$ cat config.mk
export PLATFORM = sky130hd
export DESIGN_NAME = pipe_skid_buffer
export DESIGN_NICKNAME = d
export VERILOG_FILES = /design/src/rtl/pipe_skid_buffer.sv
export SDC_FILE = /design/constraint.sdc
export NUM_CORES = 1
export LEC_CHECK = 0
export BUFFER_PORTS_ARGS = -buffer_cell sky130_fd_sc_hd__buf_4
export CAP_MARGIN = 20
export CORE_MARGIN = 1
export CORE_UTILIZATION = 35
export DETAILED_ROUTE_END_ITERATION = 12
export GPL_TIMING_DRIVEN = 0
export SYNTH_ARGS = -nofsm -noshare
export SYNTH_HDL_FRONTEND = slang
export SYNTH_SLANG_ARGS = --single-unit
$ cat constraint.sdc
create_clock -name clk -period 1.8 [get_ports clk]
set_clock_uncertainty 0.05 [all_clocks]
set_input_delay 0.09 -clock clk [delete_from_list [all_inputs] [get_ports clk]]
set_output_delay 0.09 -clock clk [all_outputs]
set_load 0.005 [all_outputs]
$ cat src/rtl/pipe_skid_buffer.sv
// Two-entry pipeline skid buffer between fetch and decode.
// The main entry drives registered outputs and the skid entry absorbs one beat of backpressure.
module pipe_skid_buffer #(
    parameter int unsigned       ADDR_W   = 16,
    parameter int unsigned       INST_W   = 16,
    parameter logic [INST_W-1:0] NOP_INST = '0
) (
    input  logic              clk,
    input  logic              rst_n,
    input  logic              flush,
    input  logic              in_valid,
    output logic              in_ready,
    input  logic [ADDR_W-1:0] pcAddIn,
    input  logic [INST_W-1:0] instIn,
    output logic              out_valid,
    input  logic              out_ready,
    output logic [ADDR_W-1:0] pcAddOut,
    output logic [INST_W-1:0] instOut,
    output logic [1:0]        occupancy
);

    logic              mainValid;
    logic              skidValid;
    logic [ADDR_W-1:0] skidPc;
    logic [INST_W-1:0] skidInst;

    logic              mainValidNext;
    logic              skidValidNext;
    logic [ADDR_W-1:0] pcOutNext;
    logic [INST_W-1:0] instOutNext;
    logic [ADDR_W-1:0] skidPcNext;
    logic [INST_W-1:0] skidInstNext;

    logic push;
    logic pop;

    // Handshake status comes only from registered valid bits.
    assign in_ready  = ~skidValid;
    assign out_valid = mainValid;
    assign occupancy = 2'(mainValid) + 2'(skidValid);

    assign push = in_valid & ~skidValid;
    assign pop  = mainValid & out_ready;

    // Next-state selection; flush overrides any push or pop.
    always_comb begin
        mainValidNext = mainValid;
        skidValidNext = skidValid;
        pcOutNext     = pcAddOut;
        instOutNext   = instOut;
        skidPcNext    = skidPc;
        skidInstNext  = skidInst;

        if (flush) begin
            mainValidNext = 1'b0;
            skidValidNext = 1'b0;
            instOutNext   = NOP_INST;
        end else if (!mainValid) begin
            if (push) begin
                mainValidNext = 1'b1;
                pcOutNext     = pcAddIn;
                instOutNext   = instIn;
            end
        end else if (pop) begin
            if (skidValid) begin
                skidValidNext = 1'b0;
                pcOutNext     = skidPc;
                instOutNext   = skidInst;
            end else if (push) begin
                pcOutNext     = pcAddIn;
                instOutNext   = instIn;
            end else begin
                // Drained: the PC is left in place, only the instruction becomes a bubble.
                mainValidNext = 1'b0;
                instOutNext   = NOP_INST;
            end
        end else if (push) begin
            skidValidNext = 1'b1;
            skidPcNext    = pcAddIn;
            skidInstNext  = instIn;
        end
    end

    always_ff @(posedge clk or negedge rst_n) begin
        if (!rst_n) begin
            mainValid <= 1'b0;
            skidValid <= 1'b0;
            pcAddOut  <= '0;
            instOut   <= NOP_INST;
            skidPc    <= '0;
            skidInst  <= '0;
        end else begin
            mainValid <= mainValidNext;
            skidValid <= skidValidNext;
            pcAddOut  <= pcOutNext;
            instOut   <= instOutNext;
            skidPc    <= skidPcNext;
            skidInst  <= skidInstNext;
        end
    end

endmodule

==> flow_summary.json, run 1 <==
{
  "n_antenna_cell": 0,
  "antenna_left": 0,
  "finalMaxSlewViolations": 0,
  "viasPerCell": 4.833,
  "ctsLongestPathBuffers": 2,
  "grt_max_degree": 67,
  "io_buffers": 72,
  "p_leak_nw": 1.929,
  "status": "finished clean",
  "layout_common_cells": "79 x buf_4, 65 x dfrtp_1, 35 x dlygate4sd3_1, 32 x a22o_1, 31 x mux2_2",
  "crit_family": "flip-flops",
  "grt_usage_pct": 16.10,
  "ir_worst_vdd_v": 0.0004954,
  "dieWidth_um": 91.97,
  "dp.cells": 368,
  "wire_per_inst_um": 14.93,
  "vias": 2049,
  "hold_viol": 0,
  "coreArea_um2": 7767,
  "use_met1_pct": 21.31,
  "ys_warn_count": 0,
  "fin_area_um2": 4144,
  "nFillCells": 705,
  "fin_ws_ns": 0.06064,
  "startpoint": "skidValid$_DFFE_PN0P_",
  "setup_violations": 0,
  "cp_common_cell": "buf_6",
  "worstHoldStart": "in_valid",
  "cts_tree": "built",
  "timing.fmax_ghz": 0.5749,
  "syn_nets": 232,
  "worst_ep_arrival_time_ns": 1.91,
  "drt_iter0_drc": 46,
  "routed_wl_um": 6330,
  "syn_area_per_cell_um2": 14.60,
  "post-place-ws_ns": -0.1132,
  "cts_root_buf": "clkbuf_8",
  "power_density_nw_per_um2": 1006,
  "critPathLaunchType": "flop",
  "ios": 73,
  "crit_buf_inv": 2,
  "grt_pass1_vias": 2105,
  "crit_chain": "nand2b_4, mux2_2, nor2b_1, buf_6, buf_6, a22o_1",
  "cap_violations": 0,
  "gr-usage-met2_pct": 25.68,
  "max_slew_margin_pct": 44.54,
  "hold_path_class": "in -> reg",
  "clock_sinks": 66,
  "antenna_found_initial": 0,
  "dr.pass1.iters": 4,
  "start_util_pct": 36.47,
  "hold_slack_ns": 0.09804,
  "dpl_cell_area_um2": 3501,
  "dp_hpwl_um": 4101,
  "drcViolationCount": 0,
  "crit_slowest_cell": "dfrtp_2",
  "end_kind": "flop",
  "power_mw": 4.169,
  "max_stage_delay_ns": 0.47,
  "syn_area_um2": 2833,
  "ys_ff_latch": 66,
  "period_share_pct": 96.63,
  "path_clk_slew_ns": 0.07,
  "num_rows": 32,
  "grt_overflow_total": 0,
  "grt_pass1_wl_um": 10320,
  "finalNetCount": 355,
  "drive_above_1_share_pct": 47.52,
  "htree_levels": 3,
  "synth.distinct_cells": 25,
  "clock_latency_ns": 0.33,
  "critical_path_required_ns": 1.97,
  "place_congestion": 0.7390,
  "fin_util_pct": 53.35,
  "worst_slew_pin_slew_ns": 0.8319,
  "cp_max_fo": 10,
  "dieArea_um2": 8458,
  "critPathKind": "reg -> reg",
  "cts_buffers": 9,
  "grt.busiest_layer": "met2",
  "area_delta_synth_final_pct": 46.29,
  "finalNonFillerCells": 424,
  "fin_crit_ns": 1.739,
  "use_met3_pct": 2.570,
  "r2r-start": "skidValid$_DFFE_PN0P_",
  "layout_commonest_cell": "buf_4",
  "die_h_um": 91.97,
  "ys_seq_area_share_pct": 58.30,
  "syn_inst": 194,
  "setup_tns_ns": 0
}
sequential cells by signal, indices dropped and copies added (netlist names):
| signal | count |
|---|---|
| pcAddOut | 16 |
| instOut | 16 |
| skidInst | 16 |
| skidValid | 1 |
| out_valid | 1 |
| skidPc | 16 |
repair_timing:
| action | 4_1_cts | 5_1_grt |
|---|---|---|
| gates resized for setup | 5 | 7 |
| buffers inserted | 4 | 1 |
| hold buffers | 35 | 0 |
| hold endpoints to repair | 100 | 0 |
| pin swaps | 1 | 0 |
| endpoints found under the setup margin | 40 | 50 |
cell usage after synthesis:
library cell,instances,share of area [%]
dfrtp_1,66,58
nand2_1,2,0.27
nor2b_1,1,0.22
a22o_1,32,9.9
buf_2,8,1.4
nor4_4,1,0.75
o22ai_1,16,3.5
buf_6,3,1.2
a221oi_1,1,0.31
clkbuf_1,3,0.40
nand2_2,1,0.22
and2_1,1,0.22
a21boi_4,1,0.66
a2bb2oi_1,6,1.9
nand2b_4,1,0.49
buf_4,1,0.27
a21oi_1,1,0.18
inv_1,2,0.27
mux2_2,31,12
o21ai_0,1,0.18
a21oi_2,1,0.31
ha_1,1,0.44
mux2_1,2,0.79
nor2_2,1,0.22
a2bb2oi_2,10,5.3
worst paths after layout:
check                      depth (start not counted)                     end  slack [ns]
max in group asynchronous                          2   skidValid$_DFFE_PN0P_        0.74
min in group asynchronous                          2   skidPc[4]$_DFFE_PN0P_        0.33
min reg2reg                                        1  skidPc[15]$_DFFE_PN0P_        0.44
max reg2reg                                        6  instOut[5]$_DFFE_PN0P_        0.06
min                                                3   skidValid$_DFFE_PN0P_         0.1
max                                                6  instOut[5]$_DFFE_PN0P_        0.06
layer usage:
layer | vias to the layer above | wire length (µm)
li1 | 999 | -
met1 | 992 | 3009
met2 | 47 | 3010
met3 | 11 | 203
met4 | 0 | 106
met5 | - | 0
final cells by class:
| class | instances | area [µm²] | share of cell area (%) |
|---|---|---|---|
| Buffer | 15 | 115.1 | 2.778 |
| Clock buffer | 11 | 141.4 | 3.412 |
| Clock inverter | 5 | 77.57 | 1.872 |
| Inverter | 2 | 7.507 | 0.1812 |
| Multi-Input combinational cell | 111 | 1094 | 26.39 |
| Sequential cell | 66 | 1653 | 39.89 |
| Tap cell | 102 | 127.6 | 3.080 |
| Timing Repair Buffer | 112 | 928.4 | 22.40 |
cells by family (layout without fill, tap and decap cells):
logic type	count (synthesis)	count (layout)	share of synthesized area [%]
AOI/OAI and AO/OA	69	69	22.22
DFF	66	66	58.30
muxes	33	33	13.12
buffers and inverters	17	145	3.534
and+or+nand+nor	8	8	2.386
adders and majority gates	1	1	0.4416
power breakdown:
part           switching [mW]  total, mW  internal, mW
logic                   0.293      0.853         0.561
clock network           0.546       1.36         0.813
registers               0.167       1.96          1.79
total                    1.01       4.17          3.16
tightest hold or removal path, stage by stage:
cell	delay [ns]
buf_4	0.13
nand2_1	0.12
a221oi_1	0.09
(Power assumes the default switching activity.)
==> run 2, diff against run 1 <==
CORE_MARGIN = 2   (was 1)
==> flow_summary.json, run 2 (same netlist as run 1, synthesis figures left out) <==
{
  "status": "finished clean",
  "end_kind": "flop",
  "finalNetCount": 353,
  "finalNonFillerCells": 422,
  "grt_overflow_total": 0,
  "cap_violations": 0,
  "clock_sinks": 66,
  "wire_per_inst_um": 15.53,
  "critPathKind": "reg -> reg",
  "fin_ws_ns": 0.05305,
  "fin_crit_ns": 1.747,
  "layout_common_cells": "77 x buf_4, 65 x dfrtp_1, 36 x dlygate4sd3_1, 32 x a22o_1, 31 x mux2_2",
  "setup_violations": 0,
  "start_util_pct": 36.47,
  "ctsLongestPathBuffers": 2,
  "dieWidth_um": 93.97,
  "ios": 73,
  "power_density_nw_per_um2": 948.6,
  "hold_slack_ns": 0.2577,
  "drive_above_1_share_pct": 46.56,
  "io_buffers": 72,
  "cp_max_fo": 10,
  "dr.pass1.iters": 4,
  "viasPerCell": 4.874,
  "antenna_left": 0,
  "hold_viol": 0,
  "critical_path_required_ns": 1.96,
  "clock_latency_ns": 0.33,
  "layout_commonest_cell": "buf_4",
  "max_stage_delay_ns": 0.35,
  "post-place-ws_ns": -0.06499,
  "dp_hpwl_um": 4260,
  "num_rows": 32,
  "setup_tns_ns": 0,
  "max_slew_margin_pct": 43.23,
  "antenna_found_initial": 0,
  "grt_pass1_vias": 2108,
  "critPathLaunchType": "flop",
  "crit_chain": "buf_4, nand2_1, nor4_4, buf_4, buf_6, mux2_2",
  "routed_wl_um": 6555,
  "grt_max_degree": 67,
  "grt_setup_unrepaired": "yes",
  "dp.cells": 368,
  "worst_slew_pin_slew_ns": 0.8515,
  "coreArea_um2": 7767,
  "drcViolationCount": 0,
  "grt_pass1_wl_um": 10580,
  "power_mw": 3.871,
  "vias": 2057,
  "die_h_um": 93.97,
  "ir_worst_vdd_v": 0.0003899,
  "cp_common_cell": "buf_4",
  "grt_usage_pct": 15.95,
  "cts_root_buf": "clkbuf_8",
  "finalMaxSlewViolations": 0,
  "p_leak_nw": 1.901,
  "cts_tree": "built",
  "worst_ep_arrival_time_ns": 1.91,
  "dieArea_um2": 8829,
  "timing.fmax_ghz": 0.5724,
  "cts_buffers": 9,
  "area_delta_synth_final_pct": 44.04,
  "period_share_pct": 97.05,
  "drt_iter0_drc": 83,
  "htree_levels": 3,
  "path_clk_slew_ns": 0.06,
  "n_antenna_cell": 0,
  "nFillCells": 712,
  "place_congestion": 0.7310,
  "crit_slowest_cell": "dfrtp_1",
  "hold_path_class": "in -> reg"
}
## run 2: cell count changes in the layout (fill, tap and decap cells not counted)
cell,delta
buf_4,-2
bufinv_16,-2
clkbuf_1,+1
clkinv_2,+1
clkinvlp_4,-1
dlygate4sd3_1,+1
## run 2: final timing paths
check                                        from                      end  slack (ns)  depth (start not counted)
hold reg to reg            skidPc[15]$_DFFE_PN0P_   skidPc[15]$_DFFE_PN0P_        0.44                          1
setup reg to reg              out_valid$_DFF_PN0_  skidInst[2]$_DFFE_PN0P_        0.05                          6
min in group asynchronous                   rst_n    skidPc[0]$_DFFE_PN0P_        0.34                          2
max in group asynchronous                   rst_n    skidValid$_DFFE_PN0P_        0.74                          2
setup / recovery              out_valid$_DFF_PN0_  skidInst[2]$_DFFE_PN0P_        0.05                          6
hold / removal                           in_valid   skidPc[10]$_DFFE_PN0P_        0.26                          4
## run 2: power breakdown
group          switching, mW  internal (mW)  total, mW
registers              0.171           1.79       1.96
logic                  0.297          0.561      0.858
clock network          0.519          0.532       1.05
## run 2: through the flow
| stage | cell area [µm²] | util [%] |
|---|---|---|
| finish | 4080 | 52.53 |
| global route | 4080 | 52.53 |
| CTS | 4038 | 51.98 |
| detailed placement | 3501 | 45.07 |
| global placement | 3501 | 45.07 |
| floorplan | 2833 | - |
## run 2: metal layers
| layer | GRT usage [%] | wire length [µm] | vias to the layer above |
|---|---|---|---|
| met4 | 7.971 | 134 | 0 |
| met2 | 24.64 | 3159 | 44 |
| met3 | 2.889 | 247 | 10 |
| li1 | - | - | 990 |
| met1 | 21.50 | 3013 | 1013 |
| met5 | 0 | 0 | - |
## run 2: layout make-up
class	instances	area, µm²	share of cell area [%]
sequential	66	1653	40.51
multi-input combinational	111	1094	26.80
timing repair buffer	111	923.4	22.63
clock buffer	13	148.9	3.649
tap	102	127.6	3.128
buffer	14	111.4	2.729
clock inverter	3	15.01	0.3680
inverter	2	7.507	0.1840
## run 2: critical path: cells and delay by family (launching register included)
kind / cells / cell delay, ns
buffers and inverters: 3 / 0.52
DFF: 1 / 0.35
muxes: 1 / 0.35
and+or+nand+nor: 2 / 0.35
## run 2: what timing repair did
| action | CTS | global route |
|---|---|---|
| resized for setup | 4 | 9 |
| endpoints found under the hold margin | 100 | 0 |
| pin swaps | 0 | 1 |
| endpoints found under the setup margin | 31 | 50 |
| buffers inserted | 0 | 3 |
| hold buffers | 36 | 0 |
==> run 3, diff against run 2 <==
PLACE_DENSITY_LB_ADDON = 0.12   (was default)
==> flow_summary.json, run 3 (same netlist as run 1, synthesis figures left out) <==
{
  "die_h_um": 93.97,
  "crit_family": "flip-flops",
  "grt_max_degree": 67,
  "finalMaxSlewViolations": 0,
  "io_buffers": 72,
  "holdPathEnd": "pcAddOut[9]$_DFFE_PN0P_",
  "crit_chain": "nand2b_4, mux2_2, nor2b_1, buf_6, buf_6, a22o_1",
  "ios": 73,
  "num_rows": 32,
  "htree_levels": 3,
  "dieArea_um2": 8829,
  "critPathKind": "reg -> reg",
  "grt_usage_pct": 16.15,
  "place_congestion": 0.6993,
  "fin_util_pct": 53.17,
  "antenna_left": 0,
  "grt_setup_unrepaired": "no",
  "end_kind": "flop",
  "grt_pass1_vias": 2128,
  "hold_path_depth": 5,
  "r2r_slack_ns": 0.07,
  "layout_commonest_cell": "buf_4",
  "ir_worst_vdd_v": 0.0005603,
  "vias": 2072,
  "p_leak_nw": 1.915,
  "cts_tree": "built",
  "viasPerCell": 4.910,
  "cts_buffers": 9,
  "layout_common_cells": "77 x buf_4, 65 x dfrtp_1, 36 x dlygate4sd3_1, 32 x a22o_1, 31 x mux2_2",
  "crit_slowest_cell": "dfrtp_2",
  "rr_worst_depth": 6,
  "area_delta_synth_final_pct": 45.80,
  "finalNetCount": 353,
  "dp_hpwl_um": 4341,
  "power_density_nw_per_um2": 988.9,
  "start_util_pct": 36.47,
  "n_antenna_cell": 0,
  "hold_viol": 0,
  "timing.fmax_ghz": 0.5774,
  "max_slew_margin_pct": 43.05,
  "drcViolationCount": 0,
  "drt_iter0_drc": 84,
  "antenna_found_initial": 0,
  "max_stage_delay_ns": 0.46,
  "cp_common_cell": "buf_6",
  "grt_pass1_wl_um": 10750,
  "routed_wl_um": 6705,
  "power_mw": 4.084,
  "fin_crit_ns": 1.732,
  "drive_above_1_share_pct": 47.19,
  "cp_max_fo": 10,
  "crit_buf_inv": 2,
  "worst_slew_pin_slew_ns": 0.8543,
  "coreArea_um2": 7767,
  "clock_sinks": 66,
  "path_clk_slew_ns": 0.07,
  "dieWidth_um": 93.97,
  "status": "finished clean",
  "critical_path_required_ns": 1.97,
  "ctsLongestPathBuffers": 2,
  "worstReg2RegEnd": "instOut[9]$_DFFE_PN0P_",
  "setup_violations": 0,
  "dr.pass1.iters": 4,
  "grt_overflow_total": 0,
  "wire_per_inst_um": 15.89,
  "hold_path_class": "in -> reg",
  "r2r-start": "skidValid$_DFFE_PN0P_",
  "cts_root_buf": "clkbuf_8",
  "critPathLaunchType": "flop",
  "worst_ep_arrival_time_ns": 1.90,
  "clock_latency_ns": 0.33,
  "worstHoldStart": "in_valid",
  "period_share_pct": 96.21,
  "cap_violations": 0
}
[run 3: cell types whose count changed in the layout (fill, tap and decap cells not counted)]
cell | previous run | this run
buf_2 | 4 | 2
clkbuf_1 | 4 | 2
clkinv_2 | 3 | 1
clkinvlp_4 | 0 | 2
buf_6 | 6 | 7
bufinv_16 | 0 | 1
clkbuf_4 | 0 | 1
clkbuf_8 | 10 | 11
[run 3: tightest hold or removal path: stages]
cell and delay [ns]:
buf_4 0.10, nand2b_4 0.05, buf_4 0.17, o22ai_1 0.16
a2bb2oi_1 0.08
[run 3: final cells by class]
class,count,area [µm²]
plain buffers,14,116.4
clock buffers,12,155.1
clock inverters,4,50.05
fillers,716,3637
inverters,2,7.507
multi-input cells,111,1094
flip-flops and latches,66,1653
well taps,102,127.6
repair buffers,111,927.1
[run 3: worst max path at each step]
stage | depth (start not counted) | startpoint | to | slack, ns
after global routing | 6 | out_valid$_DFF_PN0_ | skidPc[9]$_DFFE_PN0P_ | 0.002
after detailed placement | 5 | out_valid$_DFF_PN0_ | skidInst[1]$_DFFE_PN0P_ | -0.1
final | 6 | skidValid$_DFFE_PN0P_ | instOut[9]$_DFFE_PN0P_ | 0.07
after floorplan | 6 | out_valid$_DFF_PN0_ | instOut[10]$_DFFE_PN0P_ | 0.15
after CTS | 5 | out_valid$_DFF_PN0_ | pcAddOut[1]$_DFFE_PN0P_ | 0.0007
after global placement | 5 | out_valid$_DFF_PN0_ | skidInst[4]$_DFFE_PN0P_ | -0.1
[run 3: through the flow]
stage	setup slack, ns	hold WS [ns]	setup TNS [ns]	std cells	instance area, µm²
floorplan	0.1499	-0.2556	0	194	2833
global placement	-0.09842	0.2145	-2.690	368	3501
detailed placement	-0.09753	0.2056	-2.849	368	3501
CTS	0.0007134	0.2870	0	421	4089
global route	0.001736	0.3200	0	422	4130
finish	0.06816	0.3085	0	422	4130
[run 3: what timing repair did]
item,CTS,global route
setup endpoints to repair,50,50
pin swaps,1,0
hold buffers,36,0
hold endpoints to repair,100,0
buffers inserted,1,2
resized for setup,5,11
[run 3: metal layers]
metal	track usage, %	part of all wire, %	wire (µm)
met4	3.623	0.51	34
met2	24.76	49	3267
met5	0	0	0
met1	21.58	45	3034
met3	6.501	5.5	368
[run 3: power by group]
group | switching (mW) | leakage, nW | internal (mW) | total, mW
combinational | 0.299 | 1.01 | 0.563 | 0.862
clock | 0.547 | 0.0986 | 0.713 | 1.26
sequential | 0.172 | 0.810 | 1.79 | 1.96
total | 1.02 | 1.91 | 3.07 | 4.08
